**config.mk**
```make
export PLATFORM = sky130hd
export DESIGN_NAME = touch_key_ctrl
export DESIGN_NICKNAME = d
export VERILOG_FILES = /design/src/rtl/touch_key_pkg.sv /design/src/rtl/key_hit_test.sv /design/src/rtl/touch_key_ctrl.sv
export SDC_FILE = /design/constraint.sdc
export NUM_CORES = 1
export LEC_CHECK = 0
export CAP_MARGIN = 10
export CORE_MARGIN = 2
export CORE_UTILIZATION = 29
export DETAILED_ROUTE_END_ITERATION = 12
export PLACE_DENSITY = 0.52
export SLEW_MARGIN = 20
export SYNTH_ARGS = -nofsm -noshare
export SYNTH_HDL_FRONTEND = slang
export SYNTH_SLANG_ARGS = --single-unit
export TNS_END_PERCENT = 5
```
**constraint.sdc**
```tcl
create_clock -name clk -period 6.8 [get_ports clk]
set_clock_uncertainty 0.1 [all_clocks]
set_input_delay 1.7 -clock clk [delete_from_list [all_inputs] [get_ports clk]]
set_output_delay 1.7 -clock clk [all_outputs]
set_load 0.05 [all_outputs]
```
**src/rtl/touch_key_pkg.sv**
```systemverilog
// Shared definitions for the touch-key controller and the key-drawing block:
// FSM states, key identifiers and the default on-screen key geometry.
package touch_key_pkg;

  typedef enum logic [1:0] {
    ST_IDLE = 2'd0,
    ST_ARM  = 2'd1,
    ST_HOLD = 2'd2
  } key_state_e;

  localparam logic [1:0] KEY_NONE = 2'd0;
  localparam logic [1:0] KEY_OPCL = 2'd1;
  localparam logic [1:0] KEY_PLPA = 2'd2;
  localparam logic [1:0] KEY_CLR  = 2'd3;

  localparam logic [10:0] DEF_X1 = 11'd11;
  localparam logic [10:0] DEF_X2 = 11'd100;
  localparam logic [10:0] DEF_X3 = 11'd121;
  localparam logic [10:0] DEF_X4 = 11'd210;
  localparam logic [10:0] DEF_X5 = 11'd231;
  localparam logic [10:0] DEF_X6 = 11'd320;
  localparam logic [9:0]  DEF_Y1 = 10'd11;
  localparam logic [9:0]  DEF_Y2 = 10'd90;

  // Highlight bit for a key id; bit0 belongs to key 1.
  function automatic logic [2:0] key_onehot(input logic [1:0] id);
    logic [2:0] hl;
    hl = 3'b000;
    case (id)
      KEY_OPCL: hl = 3'b001;
      KEY_PLPA: hl = 3'b010;
      KEY_CLR:  hl = 3'b100;
      default:  hl = 3'b000;
    endcase
    return hl;
  endfunction

endpackage

```
**src/rtl/key_hit_test.sv**
```systemverilog
// Combinational hit test: maps a touch coordinate to the key it lies on
// (KEY_NONE when outside every key rectangle).
module key_hit_test
  import touch_key_pkg::*;
#(
  parameter logic [10:0] X1 = DEF_X1,
  parameter logic [10:0] X2 = DEF_X2,
  parameter logic [10:0] X3 = DEF_X3,
  parameter logic [10:0] X4 = DEF_X4,
  parameter logic [10:0] X5 = DEF_X5,
  parameter logic [10:0] X6 = DEF_X6,
  parameter logic [9:0]  Y1 = DEF_Y1,
  parameter logic [9:0]  Y2 = DEF_Y2
) (
  input  logic [10:0] x_i,
  input  logic [9:0]  y_i,
  output logic [1:0]  cls_o
);

  logic inRow;

  // Later assignments override earlier ones, so overlapping keys resolve to the lowest index.
  always_comb begin
    inRow = (y_i >= Y1) && (y_i <= Y2);
    cls_o = KEY_NONE;
    if (inRow) begin
      if ((x_i >= X5) && (x_i <= X6)) cls_o = KEY_CLR;
      if ((x_i >= X3) && (x_i <= X4)) cls_o = KEY_PLPA;
      if ((x_i >= X1) && (x_i <= X2)) cls_o = KEY_OPCL;
    end
  end

endmodule

```
**src/rtl/touch_key_ctrl.sv**
```systemverilog
// Touch-key sequencer: debounces presses on the three keys, fires one action
// per press and holds the open/play state plus the clear pulse.
module touch_key_ctrl
  import touch_key_pkg::*;
#(
  parameter logic [10:0] X1 = DEF_X1,
  parameter logic [10:0] X2 = DEF_X2,
  parameter logic [10:0] X3 = DEF_X3,
  parameter logic [10:0] X4 = DEF_X4,
  parameter logic [10:0] X5 = DEF_X5,
  parameter logic [10:0] X6 = DEF_X6,
  parameter logic [9:0]  Y1 = DEF_Y1,
  parameter logic [9:0]  Y2 = DEF_Y2,
  parameter int          DEBOUNCE = 4,
  parameter int          RELEASE  = 4
) (
  input  logic        clk,
  input  logic        reset,
  input  logic        touch_valid,
  input  logic        touch_down,
  input  logic [10:0] touch_x,
  input  logic [9:0]  touch_y,
  output logic        out_op_cl,
  output logic        out_pl_pa,
  output logic        out_clear,
  output logic        key_evt,
  output logic [1:0]  key_id,
  output logic [2:0]  key_hl
);

  localparam logic [3:0] DEB_LIM = 4'(DEBOUNCE);
  localparam logic [3:0] REL_LIM = 4'(RELEASE);

  key_state_e state_q, state_d;
  logic [1:0] cand_q, cand_d, id_q, id_d, hitCls;
  logic [3:0] cnt_q, cnt_d, rcnt_q, rcnt_d;
  logic       opcl_q, opcl_d, plpa_q, plpa_d, clear_q, clear_d, evt_q, evt_d;
  logic [2:0] hl_q, hl_d;
  logic       fire;

  key_hit_test #(
    .X1(X1), .X2(X2), .X3(X3), .X4(X4), .X5(X5), .X6(X6), .Y1(Y1), .Y2(Y2)
  ) u_hit (
    .x_i   (touch_x),
    .y_i   (touch_y),
    .cls_o (hitCls)
  );

  always_comb begin
    state_d = state_q;
    cand_d  = cand_q;
    cnt_d   = cnt_q;
    rcnt_d  = rcnt_q;
    fire    = 1'b0;
    if (touch_valid) begin
      case (state_q)
        ST_IDLE: begin
          if (touch_down && (hitCls != KEY_NONE)) begin
            cand_d  = hitCls;
            cnt_d   = 4'd1;
            state_d = ST_ARM;
          end
        end
        ST_ARM: begin
          if (touch_down && (hitCls == cand_q)) begin
            cnt_d = cnt_q + 4'd1;
            if (cnt_q + 4'd1 == DEB_LIM) begin
              fire    = 1'b1;
              rcnt_d  = 4'd0;
              state_d = ST_HOLD;
            end
          end else if (touch_down && (hitCls != KEY_NONE)) begin
            cand_d = hitCls;
            cnt_d  = 4'd1;
          end else begin
            cnt_d   = 4'd0;
            state_d = ST_IDLE;
          end
        end
        ST_HOLD: begin
          if (!touch_down) begin
            rcnt_d = rcnt_q + 4'd1;
            if (rcnt_q + 4'd1 == REL_LIM) begin
              rcnt_d  = 4'd0;
              cnt_d   = 4'd0;
              state_d = ST_IDLE;
            end
          end else begin
            rcnt_d = 4'd0;
          end
        end
        default: state_d = ST_IDLE;
      endcase
    end
  end

  // Action decode for a fired press; closing also forces pause on the same edge.
  always_comb begin
    opcl_d  = opcl_q;
    plpa_d  = plpa_q;
    id_d    = id_q;
    clear_d = 1'b0;
    evt_d   = 1'b0;
    if (fire) begin
      evt_d = 1'b1;
      id_d  = cand_q;
      case (cand_q)
        KEY_OPCL: begin
          opcl_d = ~opcl_q;
          if (opcl_q) plpa_d = 1'b0;
        end
        KEY_PLPA: if (opcl_q) plpa_d = ~plpa_q;
        KEY_CLR:  clear_d = 1'b1;
        default:  ;
      endcase
    end
    hl_d = (state_d == ST_IDLE) ? 3'b000 : key_onehot(cand_d);
  end

  always_ff @(posedge clk) begin
    if (reset) begin
      state_q <= ST_IDLE;
      cand_q  <= KEY_NONE;
      cnt_q   <= 4'd0;
      rcnt_q  <= 4'd0;
      opcl_q  <= 1'b0;
      plpa_q  <= 1'b0;
      clear_q <= 1'b0;
      evt_q   <= 1'b0;
      id_q    <= KEY_NONE;
      hl_q    <= 3'b000;
    end else begin
      state_q <= state_d;
      cand_q  <= cand_d;
      cnt_q   <= cnt_d;
      rcnt_q  <= rcnt_d;
      opcl_q  <= opcl_d;
      plpa_q  <= plpa_d;
      clear_q <= clear_d;
      evt_q   <= evt_d;
      id_q    <= id_d;
      hl_q    <= hl_d;
    end
  end

  assign out_op_cl = opcl_q;
  assign out_pl_pa = plpa_q;
  assign out_clear = clear_q;
  assign key_evt   = evt_q;
  assign key_id    = id_q;
  assign key_hl    = hl_q;

endmodule
```
# --- After elaboration in Yosys (flattened, before gate mapping) ---
# Index checks and enable logic that the tools add are counted.
word_totals:
  reg_bits: 21
  output_inout_bits: 9
op_classes:
  n_mux: 37
  eq_ne: 18
  bitwise_logic: 3
  n_lt_le_gt_ge: 8
  add_sub_neg: 2
  reduce_logical: 18
ops:
  columns: ["operator", "n"]
  rows:
  - ["2-to-1 mux 4 bit", 8]
  - ["2-to-1 mux 2 bit", 14]
  - ["inequality test 2 bit, second input constant", 7]
  - ["one-hot mux 4 bit (3 select lines)", 1]
  - [">= comparator 11 x 4 -> 1 bit, second input constant", 1]
  - [">= comparator 11 x 7 -> 1 bit, second input constant", 1]
  - [">= comparator 11 x 8 -> 1 bit, second input constant", 1]
  - ["<= comparator 11 x 7 -> 1 bit, second input constant", 1]
  - ["<= comparator 11 x 8 -> 1 bit, second input constant", 1]
  - ["<= comparator 11 x 9 -> 1 bit, second input constant", 1]
  - ["== test 2 bit, second input constant", 5]
  - [">= comparator 10 x 4 -> 1 bit, second input constant", 1]
  - ["<= comparator 10 x 7 -> 1 bit, second input constant", 1]
  - ["2-to-1 mux 1 bit", 9]
  - ["one-hot mux 3 bit (3 select lines)", 1]
  - ["adder 4 x 1 -> 4 bit, second input constant", 2]
  - ["== test 4 x 3 -> 1 bit, second input constant", 2]
  - ["one-hot mux 4 bit (2 select lines)", 1]
  - ["AND reduction 4 bit", 2]
  - ["== test 2 x 1 -> 1 bit, second input constant", 3]
  - ["logical AND 1 bit", 6]
  - ["one-hot mux 2 bit (3 select lines)", 1]
  - ["nonzero test 2 bit", 3]
  - ["AND reduction 5 bit", 1]
  - ["8 further kinds", 12]

# --- Depth between registers and ports, before layout ---
# Gate-level depths: netlist of run 1.
logic_depth:
  ltp_word: 14
  mapped_depth: 9
  mapped_depth_nobuf: 9

# --- Hierarchy ---
# From an unflattened synthesis of run 1, not the netlist that was laid out.
unflattened:
  hier_cells: 172
  area_unflattened_um2: 1423.9
modules_own_cells:
  columns: ["mod", "cells_each", "instances", "seq_area_each_um2", "area_each_um2"]
  rows:
  - ["touch_key_ctrl", 141, 1, 420.4, 1219.9]
  - ["key_hit_test", 31, 1, 0.0, 203.9]

# --- Worst setup path before layout of run 1 ---
# No wires, ideal clock.
synth_path:
  kind: "in2reg"
  from: "input port touch_y[8]"
  to: "register cnt_q[3]"
  required_time_ns: 6.626
  t_arrival_ns: 3.805
  path_buffers: 0
  stages: 7
  setup_ns: 0.074
  slack_ns: 2.821
  path_cell_list: "or3_1 or3_2 nor4_1 nor3_2 and2_4 or4_1 a31oi_1"
synth_between:
  elab_chain_cells: 7
  word_cells_on_any_way: 12
  cone_classes: "order compare (2); eq/ne (2); mux (3); reduce/logical (5)"
synth_lines:
  columns: ["item", "line", "rtl"]
  rows:
  - ["start, declared", "touch_key_ctrl.sv:22", "input logic [9:0] touch_y,"]
  - [">= comparator 10 x 4 -> 1 bit / <= comparator 10 x 7 -> 1 bit (equally long branches)", "key_hit_test.sv:24", "inRow = (y_i >= Y1) && (y_i <= Y2);"]
  - ["logical AND 1 bit (*)", "key_hit_test.sv:24", null]
  - ["2-to-1 mux 2 bit (*)", "key_hit_test.sv:26", "if (inRow) begin"]
  - ["== test 2 bit / nonzero test 2 bit (equally long branches)", "touch_key_ctrl.sv:65, touch_key_ctrl.sv:58", null]
  - ["logical AND 1 bit (on tied branches)", "touch_key_ctrl.sv:65, touch_key_ctrl.sv:58", null]
  - ["2-to-1 mux 4 bit / inequality test 2 bit (equally long branches)", null, null]
  - ["one-hot mux 4 bit (3 select lines) / AND reduction 5 bit (equally long branches)", null, null]
  - ["end signal, assigned", "touch_key_ctrl.sv:135", "cnt_q <= cnt_d;"]
  - ["end, declared", "touch_key_ctrl.sv:36", "logic [3:0] cnt_q, cnt_d, rcnt_q, rcnt_d;"]
# Every way passes the cells marked *; elsewhere a longest branch is shown, timed or not.
# A chain may end at the register's enable or synchronous reset.

# --- Final worst setup path of run 1 ---
layout_path:
  from: "input port touch_x[2]"
  to: "register hl_q[2], in the netlist key_hl[2]"
layout_between:
  elab_chain_cells: 14
  word_cells_on_any_way: 32
  cone_classes: "order compare (6); eq/ne (4); mux (14); reduce/logical (8)"
layout_lines:
  columns: ["item", "line", "rtl"]
  rows:
  - ["start, declared", "touch_key_ctrl.sv:21", "input logic [10:0] touch_x,"]
  - [">= comparator 11 x 8 -> 1 bit / <= comparator 11 x 9 -> 1 bit (equally long branches)", "key_hit_test.sv:27", "if ((x_i >= X5) && (x_i <= X6)) cls_o = KEY_CLR;"]
  - ["logical AND 1 bit", "key_hit_test.sv:27", null]
  - ["2-to-1 mux 2 bit", "key_hit_test.sv:27", null]
  - ["2-to-1 mux 2 bit", "key_hit_test.sv:28", "if ((x_i >= X3) && (x_i <= X4)) cls_o = KEY_PLPA;"]
  - ["2-to-1 mux 2 bit (*)", "key_hit_test.sv:29", "if ((x_i >= X1) && (x_i <= X2)) cls_o = KEY_OPCL;"]
  - ["2-to-1 mux 2 bit (*)", "key_hit_test.sv:26", null]
  - ["nonzero test 2 bit", "touch_key_ctrl.sv:58, touch_key_ctrl.sv:72", null]
  - ["logical AND 1 bit", "touch_key_ctrl.sv:58, touch_key_ctrl.sv:72", null]
  - ["2-to-1 mux 2 bit (on tied branches)", "touch_key_ctrl.sv:58, touch_key_ctrl.sv:72", null]
  - ["2-to-1 mux 2 bit", "touch_key_ctrl.sv:65", "if (touch_down && (hitCls == cand_q)) begin"]
  - ["one-hot mux 2 bit (2 select lines) / one-hot mux 2 bit (3 select lines) (equally long branches)", "touch_key_ctrl.sv:56", "case (state_q)"]
  - ["2-to-1 mux 2 bit", "touch_key_ctrl.sv:55", "if (touch_valid) begin"]
  - ["== test 2 bit (tied with other cells)", "touch_key_pkg.sv:29", "case (id)"]
  - ["one-hot mux 3 bit (3 select lines) / OR reduction 2 bit (equally long branches)", null, null]
  - ["end signal, assigned", "touch_key_ctrl.sv:142", "hl_q <= hl_d;"]
  - ["end, declared", "touch_key_ctrl.sv:38", "logic [2:0] hl_q, hl_d;"]
# Marks and branches as above.

==> results of run 1 <==
==> cell usage after synthesis (2+ instances only) <==
library cell / instances / area, um^2
a31oi_1: 4 / 25.0
o21a_1: 2 / 15.0
nor3_1: 7 / 35.0
nor2b_1: 5 / 31.3
ha_1: 8 / 100
clkbuf_1: 3 / 11.3
dfxtp_1: 21 / 420
a21oi_1: 12 / 60.1
nand3_1: 10 / 50.1
o2111ai_1: 4 / 35.0
a211oi_1: 4 / 30.0
a21o_1: 4 / 30.0
inv_1: 9 / 33.8
or3_1: 3 / 18.8
a21boi_0: 2 / 15.0
nand2_1: 23 / 86.3
nor4b_1: 2 / 17.5
nor2_1: 17 / 63.8
or4_1: 4 / 30.0
o21ai_0: 8 / 40.0
or2_2: 4 / 25.0
a22o_1: 2 / 17.5
a311oi_1: 3 / 26.3
==> cell type report <==
| class | count | area, um^2 |
|---|---|---|
| clock buffer | 4 | 45.0 |
| fill | 560 | 3120 |
| timing repair buffer | 33 | 330 |
| inverter | 9 | 33.8 |
| sequential | 21 | 420 |
| tap | 70 | 87.6 |
| multi-input combinational | 161 | 1040 |
==> power by group <==
group	internal, uW	switching [uW]	total [uW]
combinational	20.6	19.8	40.3
sequential	124	0.593	125
clock	41.8	44.2	86.1
==> registers in the layout, indices dropped and copies added, names as in the netlist <==
name and cells:
key_hl 3, rcnt_q 4, out_clear 1, cand_q 2, key_evt 1, out_op_cl 1, state_q 2, out_pl_pa 1
cnt_q 4, key_id 2
==> layer usage <==
layer | up-vias | wire, um | global-route usage (%)
li1 | 806 | - | -
met1 | 718 | 1830 | 18.3
met2 | 29 | 1800 | 22.9
met3 | 2 | 103 | 1.78
met4 | 0 | 27 | 3.27
met5 | - | 0 | 0
==> final timing paths <==
path              start        end  cells past startpoint
max          touch_x[2]  key_hl[2]                      9
max reg2reg   rcnt_q[0]   cnt_q[1]                      8
min reg2reg   key_id[1]  key_id[1]                      2
min           key_id[1]  key_id[1]                      2
==> cells by family after synthesis <==
| logic type | synth area share (%) |
|---|---|
| AO/OA/AOI/OAI | 30.8 |
| XOR/XNOR | 0.581 |
| adder cells (fa/ha/maj) | 6.64 |
| buffers and inverters | 2.99 |
| flip-flops | 27.9 |
| multiplexers | 0.664 |
| AND/OR/NAND/NOR | 30.5 |
==> worst max-delay path, stage by stage <==
cell             delay, ns
clkdlybuf4s50_1       0.50
or4_1                 0.57
o31ai_2               0.22
a21oi_2               0.13
nor4_2                0.30
nor3_2                0.12
a211oi_2              0.37
o221ai_1              0.26
a211oi_1              0.29
==> stage by stage <==
stage | utilization, % | setup WS [ns] | cells | area (um^2) | total power, uW
detailed placement | 37.7 | 2.15 | 294 | 1910 | 168
finish | 38.6 | 2.41 | 298 | 1960 | 251
floorplan | - | 2.82 | 194 | 1510 | 145
global route | 38.6 | 2.13 | 298 | 1960 | 262
global placement | 37.7 | 2.10 | 294 | 1910 | 168
CTS | 38.6 | 2.39 | 298 | 1960 | 254
==> cell usage in the layout (no fill, tap or decap), types with 5 or more instances in the layout <==
cell type / n
inv_1: 9
ha_1: 8
nand3_1: 10
nor3_1: 7
o21ai_0: 8
nor2_1: 17
a21oi_1: 12
nand2_1: 23
clkdlybuf4s50_1: 33
dfxtp_1: 21
nor2b_1: 5
==> results_dict.tcl, run 1 <==
set metrics [dict create \
    synth.distinct_cells 56 \
    vdd_ir_drop_max_uv 58.9 \
    grt_pass1_wl_mm 6.67 \
    rows 26 \
    setup_violations 0 \
    viasPerCell 5.22 \
    grt_pass1_vias 1453 \
    worstMarginPinSlew_ns 0.765 \
    slew_violations 0 \
    io_pins 34 \
    drc_errors 0 \
    clkTransAtPathRegs_ns 0.08 \
    worstSkewPairLatency_ns 0.26 \
    port_buffers 33 \
    grt_overflow_total 0 \
    ctsResizeCount 0 \
    synthFlopType "dfxtp_1" \
    routedWlPerCell_um 12.6 \
    cts_buffers 3 \
    area_delta_synth_final_pct 30.0 \
    core_mm2 0.00507 \
    cts-hold-fix-buffers 0 \
    yosysWarnings 0 \
    crit_type "in -> reg" \
    holdWs_ns 0.367 \
    antenna_cells 0 \
    die_w_um 76.1 \
    nets 262 \
    cts_buffer_depth 2 \
    cts_sinks 21 \
    path_max_fanout 6 \
    start_util_pct 29.7 \
    drive_gt1_share_pct 8.77 \
    fmax_mhz 228 \
    syn_area_per_cell_um2 7.77 \
    die_h_um 76.1 \
    synth_edf_count 0 \
    ys_async_sr_fraction_pct 0 \
    outcome "completed" \
    hold_viol_final 0 \
    netlist_area_mm2 0.00151 \
    crit_arrival_ns 4.46 \
    dpl.hpwl_mm 2.88 \
    ant_nets 0 \
    finalCritPeriodShare_pct 64.5 \
    cts_tree "yes" \
    cts_setup_buffers 0 \
    syn_nets 227 \
    cp-end-kind "register" \
    die_area_mm2 0.00579 \
    h-tree-depth 1 \
    yosysSeqAreaShare_pct 27.9 \
    rrSetupSlack_ns 4.44 \
    track_usage_pct 13.5 \
    power_density_mw_per_mm2 128 \
    finalCriticalPeriod_ns 4.39 \
    cap_violations 0 \
    tns_ns 0 \
    syn_inst 194 \
    antenna_found_initial 0 \
    slew_headroom_pct 48.6 \
    cp.required_ns 6.88 \
    ys_seq_elements 21 \
    routed_wl_mm 3.76 \
    p_leak_uw 0.000655 \
    gp_congestion 0.828 \
    min_path_type "reg -> reg" \
    first_pass_iters 4 \
    grt_start_max_net_pins 19 \
    vias 1555 \
    grt_setup_unrepaired "false" \
    cts_root_buf "clkbuf_8" \
    worst_setup_path_start_kind "input pin" \
    first_iter_violations 63 \
]
Note: power is estimated with default switching activity, not from simulation.
==> run 2, diff against run 1 <==
==> constraint.sdc (replaced) <==
create_clock -name clk -period 4.05 [get_ports clk]
set_clock_uncertainty 0.1 [all_clocks]
set_input_delay 1.0125 -clock clk [delete_from_list [all_inputs] [get_ports clk]]
set_output_delay 1.0125 -clock clk [all_outputs]
set_load 0.05 [all_outputs]
==> run 2 against run 1 <==
  * Sequential cell count unchanged
  * Sequential power up 67%
  * Critical path depth unchanged
  * Die area unchanged
  * Global-route usage up 0.22 points
  * Register-to-register slack worse by 2.8 ns
  * Largest cell class unchanged
==> results_dict.tcl, run 2 (synthesized netlist as in run 1, its figures left out) <==
set metrics [dict create \
    cts_tree "yes" \
    antenna_cells 0 \
    crit_arrival_ns 3.72 \
    die_h_um 76.1 \
    met3_length_um 76 \
    setup_violations 0 \
    wl_met2_mm 1.68 \
    grt_overflow_total 0 \
    cap_violations 0 \
    routed_wl_mm 3.77 \
    cts_setup_buffers 0 \
    switching_share_pct 26.3 \
    grt_pass1_wl_mm 6.84 \
    area_delta_synth_final_pct 31.2 \
    hold_viol_final 0 \
    worstSkewPairLatency_ns 0.27 \
    fmax_mhz 276 \
    vias 1521 \
    slew_headroom_pct 46.7 \
    grt_start_max_net_pins 19 \
    cts_root_buf "clkbuf_8" \
    seqPwrFrac_pct 49.3 \
    p_comb_share_pct 16.1 \
    finalCriticalPeriod_ns 3.63 \
    slew_violations 0 \
    crit_type "in -> reg" \
    clkTransAtPathRegs_ns 0.09 \
    routedWlPerCell_um 12.6 \
    intPower_uw 313 \
    drt-met1-wl_mm 1.98 \
    critPathBufInv 1 \
    ctsResizeCount 0 \
    vdd_ir_drop_max_uv 113 \
    worstMarginPinSlew_ns 0.793 \
    mostFrequentLayoutCells "clkdlybuf4s50_1 (33), nand2_1 (23), dfxtp_1 (21)" \
    mostFrequentLayoutCell "clkdlybuf4s50_1" \
    worst_setup_path_start_kind "input pin" \
    h-tree-depth 1 \
    slowest_delay_ns 0.57 \
    grt_pass1_vias 1536 \
    cts_buffers 3 \
    drc_errors 0 \
    slowest_stage "or4_1" \
    die_w_um 76.1 \
    cts_buffer_depth 2 \
    path_max_fanout 6 \
    core_mm2 0.00507 \
    port_buffers 33 \
    final.fill_count 567 \
    start_util_pct 29.7 \
    cp-end-kind "register" \
    first_iter_violations 69 \
    pwr-share-clk_pct 34.6 \
    tns_ns 0 \
    rows 26 \
    cts-hold-fix-buffers 0 \
    track_usage_pct 13.8 \
    p_leak_uw 0.000664 \
    cp.required_ns 4.15 \
    antenna_found_initial 0 \
    min_path_type "reg -> reg" \
    netSwitchingPower_uw 111 \
    drive_gt1_share_pct 10.0 \
    cts_sinks 21 \
    crit_chain "clkdlybuf4s50_1, or4_1, o31ai_2, a21oi_2, nor4_2, nor3_2, and2_4, or4_1, a31oi_1" \
    die_area_mm2 0.00579 \
    nets 264 \
    viasPerCell 5.07 \
    grt_setup_unrepaired "false" \
    dpl.hpwl_mm 2.92 \
    highest_layer "met4" \
    ant_nets 0 \
    holdWs_ns 0.363 \
    cp_common_cell "or4_1" \
    outcome "completed" \
    power_density_mw_per_mm2 215 \
    gp_congestion 0.765 \
    critPathTopFamily "simple AND/OR/NAND/NOR gates" \
    finalCritPeriodShare_pct 89.5 \
    first_pass_iters 4 \
    io_pins 34 \
]
==> run 2: final timing paths <==
path	cells after the start	from	end	slack, ns
worst min register to register	2	key_id[0]	key_id[0]	0.36
worst max-delay path	9	touch_x[2]	cnt_q[3]	0.42
worst max register to register	8	rcnt_q[0]	cnt_q[2]	1.69
worst min-delay path	2	key_id[0]	key_id[0]	0.36
==> run 2: power groups by stage <==
stage / Clock [uW] / Combinational, uW / Sequential, uW
5_1_grt: 160 / 75.2 / 209
6_report: 147 / 68.5 / 209
2_1_floorplan: 0 / 23.3 / 220
4_1_cts: 154 / 68.4 / 209
3_5_place_dp: 0 / 68.3 / 214
3_3_place_gp: 0 / 69.1 / 214
==> run 2: layer usage <==
metal / track usage (%) / up-vias
met5: 0 / -
met4: 3.27 / 0
met3: 1.90 / 4
li1: - / 801
met1: 19.1 / 695
met2: 22.6 / 21
==> run 2: final cells by class <==
cell class / count / area [um^2] / share of cell area (%)
clock buffer: 3 / 41.3 / 2.09
clock inverter: 1 / 7.51 / 0.380
inverter: 9 / 33.8 / 1.71
multi-input combinational: 161 / 1040 / 52.7
sequential: 21 / 420 / 21.3
tap: 70 / 87.6 / 4.43
timing repair buffer: 35 / 345 / 17.5
==> run 2: tightest hold or removal path, stage by stage, from the launching register on <==
cell and delay (ns):
dfxtp_1 0.32, nand2_1 0.05, a21oi_1 0.05
==> run 2: per-stage QoR <==
stage	instance area [um^2]	worst slack (ns)	total power (uW)	utilization, %	std cells
CTS	1980	0.429	432	39.0	300
floorplan	1510	0.758	243	-	194
global route	1980	0.282	444	39.0	300
finish	1980	0.425	424	39.0	300
global placement	1930	0.188	283	38.0	296
detailed placement	1930	0.140	282	38.0	296
